==> src/rtl/mem_ctrl.sv <==
// Byte-serial controller sharing one 8-bit RAM port between instruction fetch and
// load/store traffic; bursts are little-endian, loads are sign/zero extended.
module mem_ctrl (
  input  logic        clk,
  input  logic        rst,
  input  logic        rdy,
  input  logic        if_req,
  input  logic [16:0] if_addr,
  output logic        if_done,
  output logic [31:0] if_inst,
  input  logic        ma_re,
  input  logic        ma_we,
  input  logic [2:0]  ma_width,
  input  logic [16:0] ma_addr,
  input  logic [31:0] ma_wdata,
  output logic        ma_done,
  output logic [31:0] ma_rdata,
  input  logic [7:0]  mem_din,
  output logic [7:0]  mem_dout,
  output logic [16:0] mem_a,
  output logic        mem_wr
);

  // state | meaning
  // IDLE  | not servicing a request
  // IF_RD | servicing a fetch
  // MA_RD | servicing a load
  // MA_WR | servicing a store
  typedef enum logic [1:0] {IDLE, IF_RD, MA_RD, MA_WR} state_t;

  state_t      state;
  logic [2:0]  cnt;
  logic [2:0]  len;
  logic [16:0] ptr;
  logic [31:0] asm_q;
  logic [2:0]  width_q;
  logic        if_done_q;
  logic        ma_done_q;

  logic [2:0]  len_ma;
  logic [1:0]  byte_idx;
  logic [31:0] word;
  logic [31:0] ext;
  logic        rd_state;

  assign rd_state = (state == IF_RD) || (state == MA_RD);
  assign len_ma   = (ma_width[1:0] == 2'b00) ? 3'd1 :
                    (ma_width[1:0] == 2'b01) ? 3'd2 : 3'd4;

  // During a read, cnt counts cycles into the burst: byte cnt-1 arrives on mem_din
  // while byte cnt is being addressed.
  always_comb begin
    byte_idx = cnt[1:0] - 2'd1;
    word     = asm_q;
    word[{byte_idx, 3'b000} +: 8] = mem_din;
    case (width_q)
      3'b000:  ext = {{24{word[7]}}, word[7:0]};
      3'b100:  ext = {24'h000000, word[7:0]};
      3'b001:  ext = {{16{word[15]}}, word[15:0]};
      3'b101:  ext = {16'h0000, word[15:0]};
      default: ext = word;
    endcase
  end

  // On a stall, step back to the byte whose data has not been captured yet so
  // mem_din carries it again in the first ready cycle.
  assign mem_a    = (!rdy && rd_state && cnt != 3'd0 && cnt != len) ? ptr - 17'd1 : ptr;
  assign mem_wr   = (state == MA_WR) && rdy;
  assign mem_dout = (state == MA_WR) ? asm_q[7:0] : 8'h00;
  assign if_done  = if_done_q && rdy;
  assign ma_done  = ma_done_q && rdy;

  always_ff @(posedge clk or negedge rst) begin
    if (!rst) begin
      state     <= IDLE;
      cnt       <= 3'd0;
      len       <= 3'd0;
      ptr       <= 17'd0;
      asm_q     <= 32'd0;
      width_q   <= 3'd0;
      if_done_q <= 1'b0;
      ma_done_q <= 1'b0;
      if_inst   <= 32'd0;
      ma_rdata  <= 32'd0;
    end else if (rdy) begin
      if_done_q <= 1'b0;
      ma_done_q <= 1'b0;
      case (state)
        IDLE: begin
          cnt <= 3'd0;
          if (ma_we) begin
            state <= MA_WR;
            ptr   <= ma_addr;
            len   <= len_ma;
            asm_q <= ma_wdata;
          end else if (ma_re) begin
            state   <= MA_RD;
            ptr     <= ma_addr;
            len     <= len_ma;
            width_q <= ma_width;
            asm_q   <= 32'd0;
          end else if (if_req) begin
            state <= IF_RD;
            ptr   <= if_addr;
            len   <= 3'd4;
            asm_q <= 32'd0;
          end
        end
        IF_RD, MA_RD: begin
          if (cnt != 3'd0) asm_q[{byte_idx, 3'b000} +: 8] <= mem_din;
          if (cnt == len) begin
            state <= IDLE;
            cnt   <= 3'd0;
            if (state == IF_RD) begin
              if_inst   <= word;
              if_done_q <= 1'b1;
            end else begin
              ma_rdata  <= ext;
              ma_done_q <= 1'b1;
            end
          end else begin
            cnt <= cnt + 3'd1;
            if (cnt + 3'd1 < len) ptr <= ptr + 17'd1;
          end
        end
        MA_WR: begin
          if (cnt + 3'd1 == len) begin
            state     <= IDLE;
            cnt       <= 3'd0;
            ma_done_q <= 1'b1;
          end else begin
            cnt   <= cnt + 3'd1;
            ptr   <= ptr + 17'd1;
            asm_q <= {8'h00, asm_q[31:8]};
          end
        end
        default: state <= IDLE;
      endcase
    end
  end

endmodule

==> config.mk <==
export PLATFORM = sky130hd
export DESIGN_NAME = mem_ctrl
export DESIGN_NICKNAME = d
export VERILOG_FILES = /design/src/rtl/mem_ctrl.sv
export SDC_FILE = /design/constraint.sdc
export NUM_CORES = 1
export LEC_CHECK = 0
export BUFFER_PORTS_ARGS = -buffer_cell sky130_fd_sc_hd__buf_2
export CAP_MARGIN = 20
export CORE_UTILIZATION = 35
export DETAILED_ROUTE_END_ITERATION = 12
export MAX_ROUTING_LAYER = met4
export PLACE_DENSITY = 0.68
export SLEW_MARGIN = 30
export SYNTH_ARGS = -nofsm -noshare
export SYNTH_HDL_FRONTEND = slang
export SYNTH_SLANG_ARGS = --single-unit
==> constraint.sdc <==
create_clock -name clk -period 2.7 [get_ports clk]
set_clock_uncertainty 0.05 [all_clocks]
set_input_delay 0.135 -clock clk [delete_from_list [all_inputs] [get_ports clk]]
set_output_delay 0.135 -clock clk [all_outputs]
set_load 0.01 [all_outputs]
# == Word-level counts from Yosys, hierarchy flattened ==
# Index checks and enable logic that the tools add are counted.
# totals
ff_bits,126
in_bits,83
out_inout_bits,92
elab_cells,96
# classes
n_addsub,5
order_cmp,1
n_eq_ne,17
n_shift,2
muxes,38
bitwise,2
n_reduce_logical,21
# op_table
op,n
$mux W32,5
$pmux W32 S4,1
$mux W17,7
$pmux W32 S3,1
$pmux W17 S3,1
$bwmux W32,1
$shift A8 B7 Y32 const A,1
$shiftx A8 B7 Y32,1
$mux W3,7
$reduce_and A4 Y1,5
$add A17 B1 Y17 const B,1
$sub A17 B1 Y17 const B,1
$mux W2,5
$ne A2 B2 Y1 const B,5
$pmux W3 S3,1
$mux W8,1
$neg A5 Y7,1
$eq A3 B3 Y1,2
$eq A3 B3 Y1 const B,2
$logic_and A1 B1 Y1,6
$mux W1,6
$pmux W2 S3,1
$reduce_bool A3 Y1,2
$reduce_and A5 Y1,1
17 further kinds,21

# == Depth between registers and ports, before layout ==
# Gate-level depths: netlist of run 1.
# depth
depth_word,6
mapped_depth,10
ltp_nobuf,8

# == Worst setup path before layout of run 1 ==
# OpenSTA, ideal clock, no wires.
# synth_path
path_type,register -> register
start,reg cnt[0]
end,reg ptr[15]
setup_time_ns,0.134
t_arrival_ns,2.418
t_required_ns,2.516
setup_slack_ns,0.099
path_stages_with_launch,10
path_buffers,1
period_less_slack_ns,2.601
path_cell_list,dfrtp_1 -> inv_1 -> ha_1 -> ha_1 -> nand4_1 -> o311ai_2 -> nor3_1 -> buf_2 -> mux2i_1 -> o211ai_1
# synth_via
elab_chain_cells,4
elab_cells_between_ends,8
classes_between,1 x add/sub; 1 x order compare; 5 x eq/ne; 1 x reduce/logical
# synth_rtl
element,line,rtl
start: declaration,32,logic [2:0] cnt;
start signal: assignment,122,cnt <= cnt + 3'd1;
start signal: assignment,132,cnt <= cnt + 3'd1;
$add A3 B1 Y3,"123, 127",
$lt A3 B3 Y1 or $eq A3 B3 Y1 (tied branches),"123, 127",
$ne A2 B2 Y1 (no source line),n/a,
$reduce_and A5 Y1 (no source line) *,n/a,
end signal: assignment,104,ptr <= if_addr;
end signal: assignment,123,if (cnt + 3'd1 < len) ptr <= ptr + 17'd1;
end signal: assignment,133,ptr <= ptr + 17'd1;
end: declaration,34,logic [16:0] ptr;
# Mark *: on every way between the ends. The rest lies on a longest branch, timed or not.
# A chain may end at the register's enable or synchronous reset.

# == Worst setup path after layout of run 1 ==
# layout_path
start,reg cnt[1]
end,out mem_a[10]
# layout_via
elab_chain_cells,4
elab_cells_between_ends,5
classes_between,1 x eq/ne; 1 x mux; 3 x reduce/logical
# layout_rtl
element,line,rtl
$reduce_bool A3 Y1,67,assign mem_a = (!rdy && rd_state && cnt != 3'd0 && cnt != len) ? ptr - 17'd1 : ptr;
$logic_and A1 B1 Y1,67,
$logic_and A1 B1 Y1 *,67,
$mux W17 *,67,
end: declaration,20,"output logic [16:0] mem_a,"
# Marks and branches as above.

==> impl_results.html, run 1 <==
<table>
<tr><th>Metric</th><th>Value</th></tr>
<tr><th colspan="2">Logic synthesis</th></tr>
<tr><td>Share of the synthesized area in the top cell type</td><td>44.8%</td></tr>
<tr><td>Total of flip-flops plus latches after synthesis</td><td>126</td></tr>
<tr><td>Number of nets in the synthesized netlist</td><td>869</td></tr>
<tr><td>Sequential share of the synthesized area</td><td>44.8%</td></tr>
<tr><td>Leading cell types by count after synthesis</td><td>126 x dfrtp_1, 95 x nor2_1, 70 x a21oi_1</td></tr>
<tr><td>Main synth FF type</td><td>dfrtp_1</td></tr>
<tr><td>Total number of yosys warnings</td><td>0</td></tr>
<tr><td>Largest area contributor in the synthesized netlist</td><td>dfrtp_1</td></tr>
<tr><td>Async set-reset flop share out of synthesis</td><td>100%</td></tr>
<tr><td>Cell count after synthesis</td><td>771</td></tr>
<tr><td>Synth area leaders</td><td>dfrtp_1 45%, nor2_1 5.1%, a21oi_1 5.0%</td></tr>
<tr><td>Count of unique library cells instantiated by Yosys</td><td>67</td></tr>
<tr><td>Syn_area_per_cell</td><td>9.13 um^2</td></tr>
<tr><td>Most instantiated library cell after synthesis</td><td>dfrtp_1</td></tr>
<tr><td>Number of synthesized flops with an enable pin</td><td>0</td></tr>
<tr><td>Post-synthesis instance area</td><td>7040 um^2</td></tr>
<tr><th colspan="2">Critical path</th></tr>
<tr><td>CP Data Arrival Time</td><td>2.52 ns</td></tr>
<tr><td>Crit-path max FO</td><td>7</td></tr>
<tr><td>FF-to-FF Start</td><td>cnt[1]</td></tr>
<tr><td>R2R setup slack</td><td>0.02 ns</td></tr>
<tr><td>Reg2Reg Capture Point</td><td>ptr[7]</td></tr>
<tr><td>Kind of end point of the critical path</td><td>output pin</td></tr>
<tr><td>Category of the worst setup path launch point</td><td>flop</td></tr>
<tr><td>Startpoint of the worst setup timing path</td><td>cnt[1]</td></tr>
<tr><td>Kind of critical path</td><td>flop to output pin</td></tr>
<tr><td>Reg2reg path depth</td><td>13</td></tr>
<tr><td>Endpoint of the worst setup timing path</td><td>mem_a[10]</td></tr>
<tr><td>CP required</td><td>2.52 ns</td></tr>
<tr><th colspan="2">Cells and area</th></tr>
<tr><td>Relative area change from synthesis to final layout</td><td>35.1%</td></tr>
<tr><td>Nets</td><td>1070</td></tr>
<tr><td>Share of layout cells above drive strength 1</td><td>31.3%</td></tr>
<tr><td>Utilization after layout</td><td>48.5%</td></tr>
<tr><td>Fin area</td><td>9510 um^2</td></tr>
<tr><th colspan="2">Power and ir drop</th></tr>
<tr><td>Combinational power share</td><td>49.9%</td></tr>
<tr><td>Overall power of the completed layout</td><td>0.0117 W</td></tr>
<tr><td>Fraction of power spent switching nets</td><td>41.6%</td></tr>
<tr><td>Pwr dens</td><td>1230 nW/um^2</td></tr>
<tr><td>Peak supply drop</td><td>0.528 mV</td></tr>
<tr><td>Clock share of power</td><td>20.0%</td></tr>
<tr><td>Internal power of the cells</td><td>0.00684 W</td></tr>
<tr><td>Psw</td><td>0.00488 W</td></tr>
<tr><td>Pleak</td><td>4.43 nW</td></tr>
<tr><td>Sequential share of power</td><td>30.1%</td></tr>
<tr><th colspan="2">Floorplanning</th></tr>
<tr><td>Initial core utilization</td><td>35.9%</td></tr>
<tr><td>Row count</td><td>51</td></tr>
<tr><td>Die area</td><td>20700 um^2</td></tr>
<tr><td>Top Ports</td><td>175</td></tr>
<tr><td>Core area</td><td>19600 um^2</td></tr>
<tr><td>Die width</td><td>144 um</td></tr>
<tr><td>Die outline height</td><td>144 um</td></tr>
<tr><th colspan="2">Global routing</th></tr>
<tr><td>Total routing resource utilization after global routing</td><td>22.0%</td></tr>
<tr><td>Global-route wire length before repair</td><td>33800 um</td></tr>
<tr><td>Via count of the first global-routing pass</td><td>6267</td></tr>
<tr><td>Largest net degree at the start of global routing</td><td>58</td></tr>
<tr><td>Number of antenna violations at the first check in global routing</td><td>1</td></tr>
<tr><td>Global route total overflow</td><td>0</td></tr>
<tr><th colspan="2">Outcome</th></tr>
<tr><td>Outcome</td><td>finished, violations left</td></tr>
<tr><td>Failing checks</td><td>setup timing</td></tr>
<tr><th colspan="2">Worst hold path</th></tr>
<tr><td>HP Class</td><td>input pin to flop</td></tr>
<tr><th colspan="2">Clocking</th></tr>
<tr><td>Max clock buf depth</td><td>2</td></tr>
<tr><td>Number of buffers created by CTS</td><td>17</td></tr>
<tr><td>Total clock sinks</td><td>126</td></tr>
<tr><td>CTS tree</td><td>done</td></tr>
<tr><td>Clock insertion delay at the later pin of the skew report</td><td>0.42 ns</td></tr>
<tr><td>Cell at the root of the clock tree</td><td>clkbuf_16</td></tr>
<tr><td>H-tree depth</td><td>4</td></tr>
<tr><td>Clock transition at path regs</td><td>0.06 ns</td></tr>
<tr><th colspan="2">STA</th></tr>
<tr><td>Share of the clock period used by the worst path after layout</td><td>100%</td></tr>
<tr><td># setup viols final</td><td>1</td></tr>
<tr><td>Least-Margin Pin Slew</td><td>0.795 ns</td></tr>
<tr><td>Unrepaired setup endpoints after global routing</td><td>yes</td></tr>
<tr><td>Number of hold-slack violations in the final timing report</td><td>0</td></tr>
<tr><td>Count of final max-slew check failures</td><td>0</td></tr>
<tr><td>Post-route worst hold slack</td><td>0.00848 ns</td></tr>
<tr><td>Final WS setup</td><td>-0.00951 ns</td></tr>
<tr><td>Relative slew slack</td><td>46.9%</td></tr>
<tr><td>Post-layout minimum cycle time</td><td>2.71 ns</td></tr>
<tr><td>Highest achievable clock rate</td><td>0.369 GHz</td></tr>
<tr><td>Fin Setup TNS</td><td>-0.00951 ns</td></tr>
<tr><th colspan="2">Place</th></tr>
<tr><td>Port bufs</td><td>174</td></tr>
<tr><td>Final HPWL from detailed placement</td><td>15300 um</td></tr>
<tr><td>Placer Congestion</td><td>0.852</td></tr>
<tr><td>Instance area after placement</td><td>8320 um^2</td></tr>
<tr><th colspan="2">Route</th></tr>
<tr><td>Detailed-route vias per instance</td><td>5.36</td></tr>
<tr><td>Remaining antenna violation count after routing</td><td>0</td></tr>
<tr><td>Initial drt markers</td><td>514</td></tr>
<tr><td>Vias</td><td>6700</td></tr>
<tr><td>Post-DR wirelength/cell</td><td>17.8 um</td></tr>
<tr><td>1st-pass router iterations</td><td>8</td></tr>
<tr><td>Number of remaining DRC errors</td><td>0</td></tr>
<tr><td>Final WL</td><td>22200 um</td></tr>
<tr><th colspan="2">Job</th></tr>
<tr><td>Number of max-capacitance violations reported</td><td>0</td></tr>
</table>
==> state kept, by name, summed over array words and instances (netlist names) <==
| name | count |
|---|---|
| ma_rdata | 32 |
| len | 3 |
| state | 2 |
| if_inst | 32 |
| width_q | 3 |
| cnt | 3 |
| ma_done_q | 1 |
| ptr | 17 |
| asm_q | 32 |
| if_done_q | 1 |
==> layer usage <==
metal,up-vias,track usage (%),share of wire [%],wire length [um]
met4,0,6.10,1.6,367
met1,3203,28.1,43,9670
li1,3157,-,-,-
met2,313,35.5,47,10500
met5,-,-,0,0
met3,27,4.37,7.6,1680
==> critical path, cell delays in order (launching register included) <==
cell and delay [ns]:
dfrtp_1 0.40, buf_6 0.13, buf_6 0.12, xor2_4 0.16
o31ai_4 0.10, or4_4 0.53, buf_12 0.17, nor3b_4 0.18
xor2_1 0.16, buf_2 0.15
==> metrics by stage <==
| stage | std cells | worst slack [ns] |
|---|---|---|
| after floorplan | 771 | 0.0987 |
| final | 1250 | -0.00951 |
| after global placement | 1185 | 0.190 |
| after global routing | 1250 | -0.115 |
| after CTS | 1240 | -0.0245 |
| after detailed placement | 1185 | 0.116 |
==> area by class of cell <==
class                   instances  area, um^2
repair buffers                244        1600
inverters                      18        67.6
flip-flops and latches        126        3150
well taps                     265         332
diodes                          1        2.50
fillers                      1865       10100
clock inverters                13         164
clock buffers                  18         439
multi-input cells             565        3750
==> power by group through the flow <==
stage	clock, W	combinational (W)	sequential [W]
floorplan	0	0.00329	0.00343
global placement	0	0.00502	0.00350
detailed placement	0	0.00512	0.00352
CTS	0.00238	0.00539	0.00351
global route	0.00246	0.00641	0.00365
finish	0.00235	0.00585	0.00353
==> cells in the final DEF, fill, tap and decap left out, types with 6 or more instances in the layout <==
cell type      count
nor3_1             8
xnor2_1            8
a22o_1            11
dlygate4sd3_1     18
ha_1              10
o211ai_1          10
o22a_1             8
inv_1             13
mux2_1             8
nand2b_1          10
mux2i_1           16
clkbuf_16         21
nor4_1             6
nor2_1            95
nand2_1           67
xor2_1             7
nand3_1           10
or3_1              6
a222oi_1           8
a221oi_1           9
a22oi_1            8
and2_1            15
nand4_1            8
o21ai_0           40
dfrtp_1          125
a21oi_1           69
a31oi_1           15
buf_2            173
nor2b_1           28
buf_4             39
==> kinds of logic after synthesis <==
logic type               Yosys count  share of synthesized area (%)
flip-flops                       126                           44.8
AO/OA/AOI/OAI                    203                           18.9
buffers and inverters             80                           4.62
adder cells (fa/ha/maj)           15                           2.67
XOR/XNOR                          18                           2.35
AND/OR/NAND/NOR                  296                           21.7
multiplexers                      33                           5.00
==> worst min path at each step <==
stage,depth (start not counted),end,slack [ns],start
after global routing,3,asm_q[18],0.005,ma_wdata[18]
after floorplan,0,asm_q[0],-0.21,rst
after detailed placement,1,if_inst[5],0.11,rst
after CTS,3,asm_q[16],0.002,ma_wdata[16]
after global placement,1,ma_rdata[5],0.11,rst
final,3,ptr[9],0.008,if_addr[9]
==> repair_timing <==
| action | in CTS | in global routing |
|---|---|---|
| hold endpoints to repair | 59 | 0 |
| hold buffers | 18 | 0 |
| cloned | 0 | 5 |
| pin swaps | 8 | 7 |
| setup endpoints to repair | 7 | 34 |
| resized for setup | 24 | 23 |
| setup buffers | 6 | 4 |
No activity file was read; power rests on OpenSTA's default activity.
==> inputs of run 2 (changes only) <==
- SETUP_SLACK_MARGIN: unset -> 0.15
==> impl_results.html, run 2 (synthesis gave the netlist of run 1 again) <==
<table>
<tr><th>Metric</th><th>Value</th></tr>
<tr><th colspan="2">Outcome</th></tr>
<tr><td>Outcome</td><td>finished, final reports clean</td></tr>
<tr><th colspan="2">STA</th></tr>
<tr><td>Post-route worst hold slack</td><td>0.0123 ns (+0.00383 ns)</td></tr>
<tr><td>Highest achievable clock rate</td><td>0.376 GHz (+1.9%)</td></tr>
<tr><td>Unrepaired setup endpoints after global routing</td><td>yes</td></tr>
<tr><td>Post-layout minimum cycle time</td><td>2.66 ns (-0.0512 ns)</td></tr>
<tr><td>Relative slew slack</td><td>35.7% (-11 points)</td></tr>
<tr><td>Number of hold-slack violations in the final timing report</td><td>0 (unchanged)</td></tr>
<tr><td>Final WS setup</td><td>0.0417 ns (+0.0512 ns)</td></tr>
<tr><td>Share of the clock period used by the worst path after layout</td><td>98.5% (-1.9 points)</td></tr>
<tr><td>Least-Margin Pin Slew</td><td>0.962 ns (+0.166 ns)</td></tr>
<tr><td>Count of final max-slew check failures</td><td>0 (unchanged)</td></tr>
<tr><td># setup viols final</td><td>0 (-1)</td></tr>
<tr><th colspan="2">Route</th></tr>
<tr><td>Detailed-route vias per instance</td><td>5.36 (about the same)</td></tr>
<tr><td>1st-pass router iterations</td><td>5 (-3)</td></tr>
<tr><td>Total length of routed met3 wires</td><td>1400 um (-17%)</td></tr>
<tr><td>Post-DR wirelength/cell</td><td>17.7 um (-0.46%)</td></tr>
<tr><td>Initial drt markers</td><td>416 (-19%)</td></tr>
<tr><td>Final WL</td><td>22500 um (+1.1%)</td></tr>
<tr><td>Remaining antenna violation count after routing</td><td>0 (unchanged)</td></tr>
<tr><td>Highest routing layer actually used</td><td>met4</td></tr>
<tr><td>Number of remaining DRC errors</td><td>0 (unchanged)</td></tr>
<tr><td>Met2 WL</td><td>10400 um (-1.2%)</td></tr>
<tr><td>Vias</td><td>6798 (+1.5%)</td></tr>
<tr><td>Routed metal-1 wire length</td><td>10100 um (+4.7%)</td></tr>
<tr><th colspan="2">Cells and area</th></tr>
<tr><td>Commonest non-fill, non-tap cells in the layout</td><td>173 x buf_2, 124 x dfrtp_1, 93 x nor2_1</td></tr>
<tr><td>Nets</td><td>1088 (+1.7%)</td></tr>
<tr><td>Share of layout cells above drive strength 1</td><td>31.5% (+0.20 points)</td></tr>
<tr><td>Fin area</td><td>9690 um^2 (+1.9%)</td></tr>
<tr><td>Utilization after layout</td><td>49.5% (+0.93 points)</td></tr>
<tr><td>Most common cell after layout, fill and taps aside</td><td>buf_2</td></tr>
<tr><td>Relative area change from synthesis to final layout</td><td>37.7%</td></tr>
<tr><td>Leading registers by flop count</td><td>asm_q: 32 flops, if_inst: 32 flops, ma_rdata: 32 flops</td></tr>
<tr><th colspan="2">Global routing</th></tr>
<tr><td>Number of antenna violations at the first check in global routing</td><td>0 (-1)</td></tr>
<tr><td>Total routing resource utilization after global routing</td><td>22.5% (+0.45 points)</td></tr>
<tr><td>Global route total overflow</td><td>0 (unchanged)</td></tr>
<tr><td>Global-route wire length before repair</td><td>34400 um (+1.5%)</td></tr>
<tr><td>Largest net degree at the start of global routing</td><td>53 (-8.6%)</td></tr>
<tr><td>Via count of the first global-routing pass</td><td>6562 (+4.7%)</td></tr>
<tr><th colspan="2">Floorplanning</th></tr>
<tr><td>Die area</td><td>20700 um^2 (unchanged)</td></tr>
<tr><td>Core area</td><td>19600 um^2 (unchanged)</td></tr>
<tr><td>Top Ports</td><td>175 (unchanged)</td></tr>
<tr><td>Row count</td><td>51 (unchanged)</td></tr>
<tr><td>Initial core utilization</td><td>35.9% (unchanged)</td></tr>
<tr><td>Die outline height</td><td>144 um (unchanged)</td></tr>
<tr><td>Die width</td><td>144 um (unchanged)</td></tr>
<tr><th colspan="2">Worst hold path</th></tr>
<tr><td>Number of cells on the worst hold path</td><td>3 (unchanged)</td></tr>
<tr><td>HP Class</td><td>input pin to flop</td></tr>
<tr><th colspan="2">Clocking</th></tr>
<tr><td>Clock insertion delay at the later pin of the skew report</td><td>0.42 ns (about the same)</td></tr>
<tr><td>Cell at the root of the clock tree</td><td>clkbuf_16</td></tr>
<tr><td>Clock transition at path regs</td><td>0.06 ns (about the same)</td></tr>
<tr><td>Total clock sinks</td><td>126 (unchanged)</td></tr>
<tr><td>Max clock buf depth</td><td>2 (unchanged)</td></tr>
<tr><td>CTS tree</td><td>done</td></tr>
<tr><td>Number of buffers created by CTS</td><td>17 (unchanged)</td></tr>
<tr><td>H-tree depth</td><td>4 (unchanged)</td></tr>
<tr><th colspan="2">Power and ir drop</th></tr>
<tr><td>Pwr dens</td><td>1210 nW/um^2 (-1.8%)</td></tr>
<tr><td>Pleak</td><td>4.50 nW (+1.6%)</td></tr>
<tr><td>Peak supply drop</td><td>0.589 mV (+12%)</td></tr>
<tr><th colspan="2">Place</th></tr>
<tr><td>Port bufs</td><td>174 (unchanged)</td></tr>
<tr><td>Final HPWL from detailed placement</td><td>15400 um (+0.67%)</td></tr>
<tr><td>Worst setup slack after placement</td><td>0.0617 ns (-0.0547 ns)</td></tr>
<tr><td>Placer Congestion</td><td>0.864 (+1.4%)</td></tr>
<tr><td>Instance area after placement</td><td>8350 um^2 (+0.32%)</td></tr>
<tr><th colspan="2">Critical path</th></tr>
<tr><td>Kind of critical path</td><td>flop to output pin</td></tr>
<tr><td>Reg2reg path depth</td><td>11 (-2)</td></tr>
<tr><td>Category of the worst setup path launch point</td><td>flop</td></tr>
<tr><td>Crit-path max FO</td><td>7 (unchanged)</td></tr>
<tr><td>CP required</td><td>2.52 ns (about the same)</td></tr>
<tr><td>Kind of end point of the critical path</td><td>output pin</td></tr>
<tr><td>CP Data Arrival Time</td><td>2.47 ns (-0.05 ns)</td></tr>
<tr><th colspan="2">Job</th></tr>
<tr><td>Number of max-capacitance violations reported</td><td>0 (unchanged)</td></tr>
</table>
-- run 2: changes by cell type in the layout (fill, tap and decap cells not counted), sizes merged --
cell | before | now
buf | 222 | 229
bufbuf | 0 | 2
bufinv | 3 | 2
clkinvlp | 5 | 4
dlygate4sd3 | 18 | 30
-- run 2: worst paths after layout --
check	start	endpoint	slack [ns]
min	ma_wdata[16]	asm_q[16]	0.01
min reg2reg	ma_done_q	ma_done_q	0.43
max reg2reg	cnt[0]	ptr[15]	0.09
min in group asynchronous	rst	asm_q[1]	0.18
max in group asynchronous	rst	asm_q[18]	1.70
max	cnt[1]	mem_a[16]	0.04
-- run 2: per-layer routing --
| layer | global-route usage, % | vias up |
|---|---|---|
| li1 | - | 3190 |
| met1 | 28.5 | 3259 |
| met2 | 35.2 | 306 |
| met3 | 4.60 | 43 |
| met4 | 8.68 | 0 |
| met5 | - | - |
-- run 2: worst max-delay path, cell delays in order (launching register included) --
cell,delay (ns)
dfrtp_1,0.40
inv_2,0.07
ha_4,0.16
nor2b_4,0.13
or2_4,0.25
or4_4,0.52
nor3b_2,0.21
xor2_1,0.16
buf_2,0.15
-- run 2: timing repair --
item / in CTS / in global routing
pin swaps: 13 / 6
gates resized for setup: 23 / 23
endpoints found under the setup margin: 25 / 65
cloned: 2 / 2
hold buffers: 30 / 0
endpoints found under the hold margin: 57 / 0
setup buffers: 8 / 6
-- run 2: area by class of cell --
cell class	count	area, um^2
Antenna cell	1	2.50
Clock buffer	21	470
Clock inverter	11	130
Fill cell	1861	9900
Inverter	18	67.6
Multi-Input combinational cell	565	3760
Sequential cell	126	3160
Tap cell	265	332
Timing Repair Buffer	262	1770
-- run 2: where the power goes --
group | total, W | switching, W | internal (W)
sequential | 0.00354 | 0.000795 | 0.00275
combinational | 0.00588 | 0.00320 | 0.00268
clock | 0.00232 | 0.000879 | 0.00144
total | 0.0117 | 0.00488 | 0.00687
-- run 2: per-stage QoR --
stage,std cells,TNS [ns],power [W]
after floorplan,771,0,0.00673
after global placement,1188,0,0.00855
after detailed placement,1188,0,0.00867
after CTS,1260,0,0.0115
after global routing,1268,-0.0787,0.0125
final,1269,0,0.0117
==> inputs of run 3 (changes only) <==
--- a/config.mk
+++ b/config.mk
@@ -7,2 +7,3 @@
 export LEC_CHECK = 0
+export ABC_CLOCK_PERIOD_IN_PS = 2700
 export BUFFER_PORTS_ARGS = -buffer_cell sky130_fd_sc_hd__buf_2
==> constraint.sdc (replaced) <==
create_clock -name clk -period 2.7 [get_ports clk]
set_clock_uncertainty 0.05 [all_clocks]
set_input_delay 0.27 -clock clk [delete_from_list [all_inputs] [get_ports clk]]
set_output_delay 0.27 -clock clk [all_outputs]
set_load 0.01 [all_outputs]
==> impl_results.html, run 3 (synthesis gave the netlist of run 1 again) <==
<table>
<tr><th>Metric</th><th>Value</th></tr>
<tr><th colspan="2">Clocking</th></tr>
<tr><td>Number of buffers created by CTS</td><td>17 (unchanged)</td></tr>
<tr><td>Cell at the root of the clock tree</td><td>clkbuf_16</td></tr>
<tr><td>Clock transition at path regs</td><td>0.05 ns (about the same)</td></tr>
<tr><td>Total clock sinks</td><td>126 (unchanged)</td></tr>
<tr><td>CTS tree</td><td>done</td></tr>
<tr><td>Max clock buf depth</td><td>2 (unchanged)</td></tr>
<tr><td>H-tree depth</td><td>4 (unchanged)</td></tr>
<tr><td>Clock insertion delay at the later pin of the skew report</td><td>0.42 ns (about the same)</td></tr>
<tr><th colspan="2">Global routing</th></tr>
<tr><td>Total routing resource utilization after global routing</td><td>21.8% (-0.74 points)</td></tr>
<tr><td>Via count of the first global-routing pass</td><td>6059 (-7.7%)</td></tr>
<tr><td>Global-route wire length before repair</td><td>33100 um (-3.5%)</td></tr>
<tr><td>Largest net degree at the start of global routing</td><td>58 (+9.4%)</td></tr>
<tr><td>Global route total overflow</td><td>0 (unchanged)</td></tr>
<tr><td>Number of antenna violations at the first check in global routing</td><td>2 (+2)</td></tr>
<tr><th colspan="2">Route</th></tr>
<tr><td>Post-DR wirelength/cell</td><td>17.4 um (-1.6%)</td></tr>
<tr><td>1st-pass router iterations</td><td>5 (unchanged)</td></tr>
<tr><td>Initial drt markers</td><td>483 (+16%)</td></tr>
<tr><td>Number of remaining DRC errors</td><td>0 (unchanged)</td></tr>
<tr><td>Remaining antenna violation count after routing</td><td>0 (unchanged)</td></tr>
<tr><td>Detailed-route vias per instance</td><td>5.28 (-1.4%)</td></tr>
<tr><td>Vias</td><td>6537 (-3.8%)</td></tr>
<tr><td>Final WL</td><td>21600 um (-4.1%)</td></tr>
<tr><th colspan="2">Critical path</th></tr>
<tr><td>CP Data Arrival Time</td><td>2.48 ns (about the same)</td></tr>
<tr><td>FF-to-FF Start</td><td>cnt[0]</td></tr>
<tr><td>Category of the worst setup path launch point</td><td>flop</td></tr>
<tr><td>Reg2Reg Capture Point</td><td>ptr[12]</td></tr>
<tr><td>Crit-path max FO</td><td>7 (unchanged)</td></tr>
<tr><td>CP required</td><td>2.38 ns (-0.14 ns)</td></tr>
<tr><td>Kind of critical path</td><td>flop to output pin</td></tr>
<tr><td>Kind of end point of the critical path</td><td>output pin</td></tr>
<tr><td>Reg2reg path depth</td><td>9 (-2)</td></tr>
<tr><td>R2R setup slack</td><td>0 ns (-0.09 ns)</td></tr>
<tr><th colspan="2">Cells and area</th></tr>
<tr><td>Relative area change from synthesis to final layout</td><td>32.0%</td></tr>
<tr><td>Utilization after layout</td><td>47.4% (-2.1 points)</td></tr>
<tr><td>Most common cell after layout, fill and taps aside</td><td>buf_2</td></tr>
<tr><td>Fin area</td><td>9290 um^2 (-4.1%)</td></tr>
<tr><td>Nets</td><td>1053 (-3.2%)</td></tr>
<tr><td>Share of layout cells above drive strength 1</td><td>31.2% (-0.31 points)</td></tr>
<tr><td>Count of fill cells added during filler insertion</td><td>1873 (+0.64%)</td></tr>
<tr><td>Leading registers by flop count</td><td>asm_q: 32 flops, if_inst: 32 flops, ma_rdata: 32 flops</td></tr>
<tr><td>Final cell count without fillers</td><td>1237 (-2.5%)</td></tr>
<tr><td>Commonest non-fill, non-tap cells in the layout</td><td>173 x buf_2, 125 x dfrtp_1, 94 x nor2_1</td></tr>
<tr><th colspan="2">STA</th></tr>
<tr><td>Post-layout minimum cycle time</td><td>2.80 ns (+0.146 ns)</td></tr>
<tr><td># setup viols final</td><td>7 (+7)</td></tr>
<tr><td>Final WS setup</td><td>-0.104 ns (-0.146 ns)</td></tr>
<tr><td>Least-Margin Pin Slew</td><td>0.787 ns (-0.175 ns)</td></tr>
<tr><td>Share of the clock period used by the worst path after layout</td><td>104% (+5.4 points)</td></tr>
<tr><td>Number of hold-slack violations in the final timing report</td><td>0 (unchanged)</td></tr>
<tr><td>Unrepaired setup endpoints after global routing</td><td>yes</td></tr>
<tr><td>Highest achievable clock rate</td><td>0.357 GHz (-5.2%)</td></tr>
<tr><td>Count of final max-slew check failures</td><td>0 (unchanged)</td></tr>
<tr><td>Relative slew slack</td><td>47.5% (+12 points)</td></tr>
<tr><th colspan="2">Place</th></tr>
<tr><td>Placer Congestion</td><td>0.866 (+0.22%)</td></tr>
<tr><td>Instance area after placement</td><td>8350 um^2 (about the same)</td></tr>
<tr><td>Final HPWL from detailed placement</td><td>15100 um (-1.9%)</td></tr>
<tr><td>Cell total after placement</td><td>1188 (unchanged)</td></tr>
<tr><td>Port bufs</td><td>174 (unchanged)</td></tr>
<tr><th colspan="2">Floorplanning</th></tr>
<tr><td>Top Ports</td><td>175 (unchanged)</td></tr>
<tr><td>Core area</td><td>19600 um^2 (unchanged)</td></tr>
<tr><td>Die width</td><td>144 um (unchanged)</td></tr>
<tr><td>Row count</td><td>51 (unchanged)</td></tr>
<tr><td>Die area</td><td>20700 um^2 (unchanged)</td></tr>
<tr><td>Die outline height</td><td>144 um (unchanged)</td></tr>
<tr><td>Initial core utilization</td><td>35.9% (unchanged)</td></tr>
<tr><th colspan="2">Outcome</th></tr>
<tr><td>Failing checks</td><td>setup timing</td></tr>
<tr><td>Outcome</td><td>finished, violations left</td></tr>
<tr><th colspan="2">Power and ir drop</th></tr>
<tr><td>Peak supply drop</td><td>0.518 mV (-12%)</td></tr>
<tr><td>Pleak</td><td>4.38 nW (-2.8%)</td></tr>
<tr><td>Overall power of the completed layout</td><td>0.0115 W (-1.8%)</td></tr>
<tr><td>Pwr dens</td><td>1240 nW/um^2 (+2.4%)</td></tr>
<tr><th colspan="2">Worst hold path</th></tr>
<tr><td>Endpoint, Worst Hold</td><td>width_q[2]</td></tr>
<tr><td>Number of cells on the worst hold path</td><td>2 (-1)</td></tr>
<tr><td>HP Class</td><td>input pin to flop</td></tr>
<tr><td>Hold Crit Start</td><td>ma_width[2]</td></tr>
<tr><th colspan="2">Job</th></tr>
<tr><td>Number of max-capacitance violations reported</td><td>0 (unchanged)</td></tr>
</table>
-- run 3: cell types whose count changed in the layout (fill, tap and decap cells not counted), moves of 3 or more --
| cell | previous run | this run |
|---|---|---|
| buf_6 | 9 | 2 |
| mux2_2 | 9 | 2 |
| dlygate4sd3_1 | 30 | 1 |
| clkinv_4 | 1 | 4 |
| mux2_4 | 0 | 7 |
| buf_4 | 42 | 46 |
| diode_2 | 1 | 4 |
-- run 3: worst max-delay path by stage --
stage                      start        end  slack (ns)  cells past startpoint
after floorplan           cnt[1]  mem_a[10]        0.16                      8
after global placement    cnt[1]  mem_a[10]        0.12                      9
after detailed placement  cnt[0]    ptr[12]        0.04                      8
after CTS                 cnt[1]  mem_a[10]       -0.09                      9
after global routing      cnt[1]  mem_a[14]       -0.20                      9
final                     cnt[1]  mem_a[10]       -0.10                      9
-- run 3: timing repair --
action                     in CTS  in global routing
setup endpoints to repair      24                100
hold endpoints to repair       20                  0
hold buffers                    1                  0
setup buffers                   8                  4
pin swaps                       8                  1
gates resized for setup        29                  9
-- run 3: area by class of cell --
cell class	instances	area, um^2	area share [%]
antenna	4	10.0	0.108
clock buffer	19	443	4.77
clock inverter	13	189	2.03
inverter	18	70.1	0.754
multi-input combinational	565	3750	40.4
sequential	126	3150	34.0
tap	265	332	3.57
timing repair buffer	227	1340	14.4
-- run 3: report_power, final --
part           internal (W)  switching (W)
Sequential          0.00275       0.000760
Clock               0.00157       0.000877
Combinational       0.00245        0.00312
Total               0.00677        0.00475
-- run 3: routing by layer --
metal	global-route usage, %	share of wire, %	vias up
li1	-	-	3123
met1	28.1	45	3116
met3	4.57	7.1	29
met2	34.4	47	269
met5	-	0	-
met4	6.05	1.6	0
-- run 3: through the flow --
| step | hold slack (ns) | worst slack [ns] | setup TNS, ns |
|---|---|---|---|
| 5_1_grt | 0.0317 | -0.204 | -3.22 |
| 4_1_cts | 0.0230 | -0.0928 | -0.429 |
| 3_3_place_gp | 0.161 | 0.117 | 0 |
| 6_report | 0.0445 | -0.104 | -0.428 |
| 2_1_floorplan | -0.0756 | 0.162 | 0 |
| 3_5_place_dp | 0.161 | 0.0371 | 0 |
-- run 3: worst max-delay path, cell delays in order, from the launching register on --
cell and delay (ns):
dfrtp_1 0.41, inv_2 0.07, ha_4 0.16, nor2b_4 0.12, or2_4 0.23, or4_4 0.43
buf_8 0.17, nor3b_4 0.17, xor2_1 0.16, buf_2 0.15
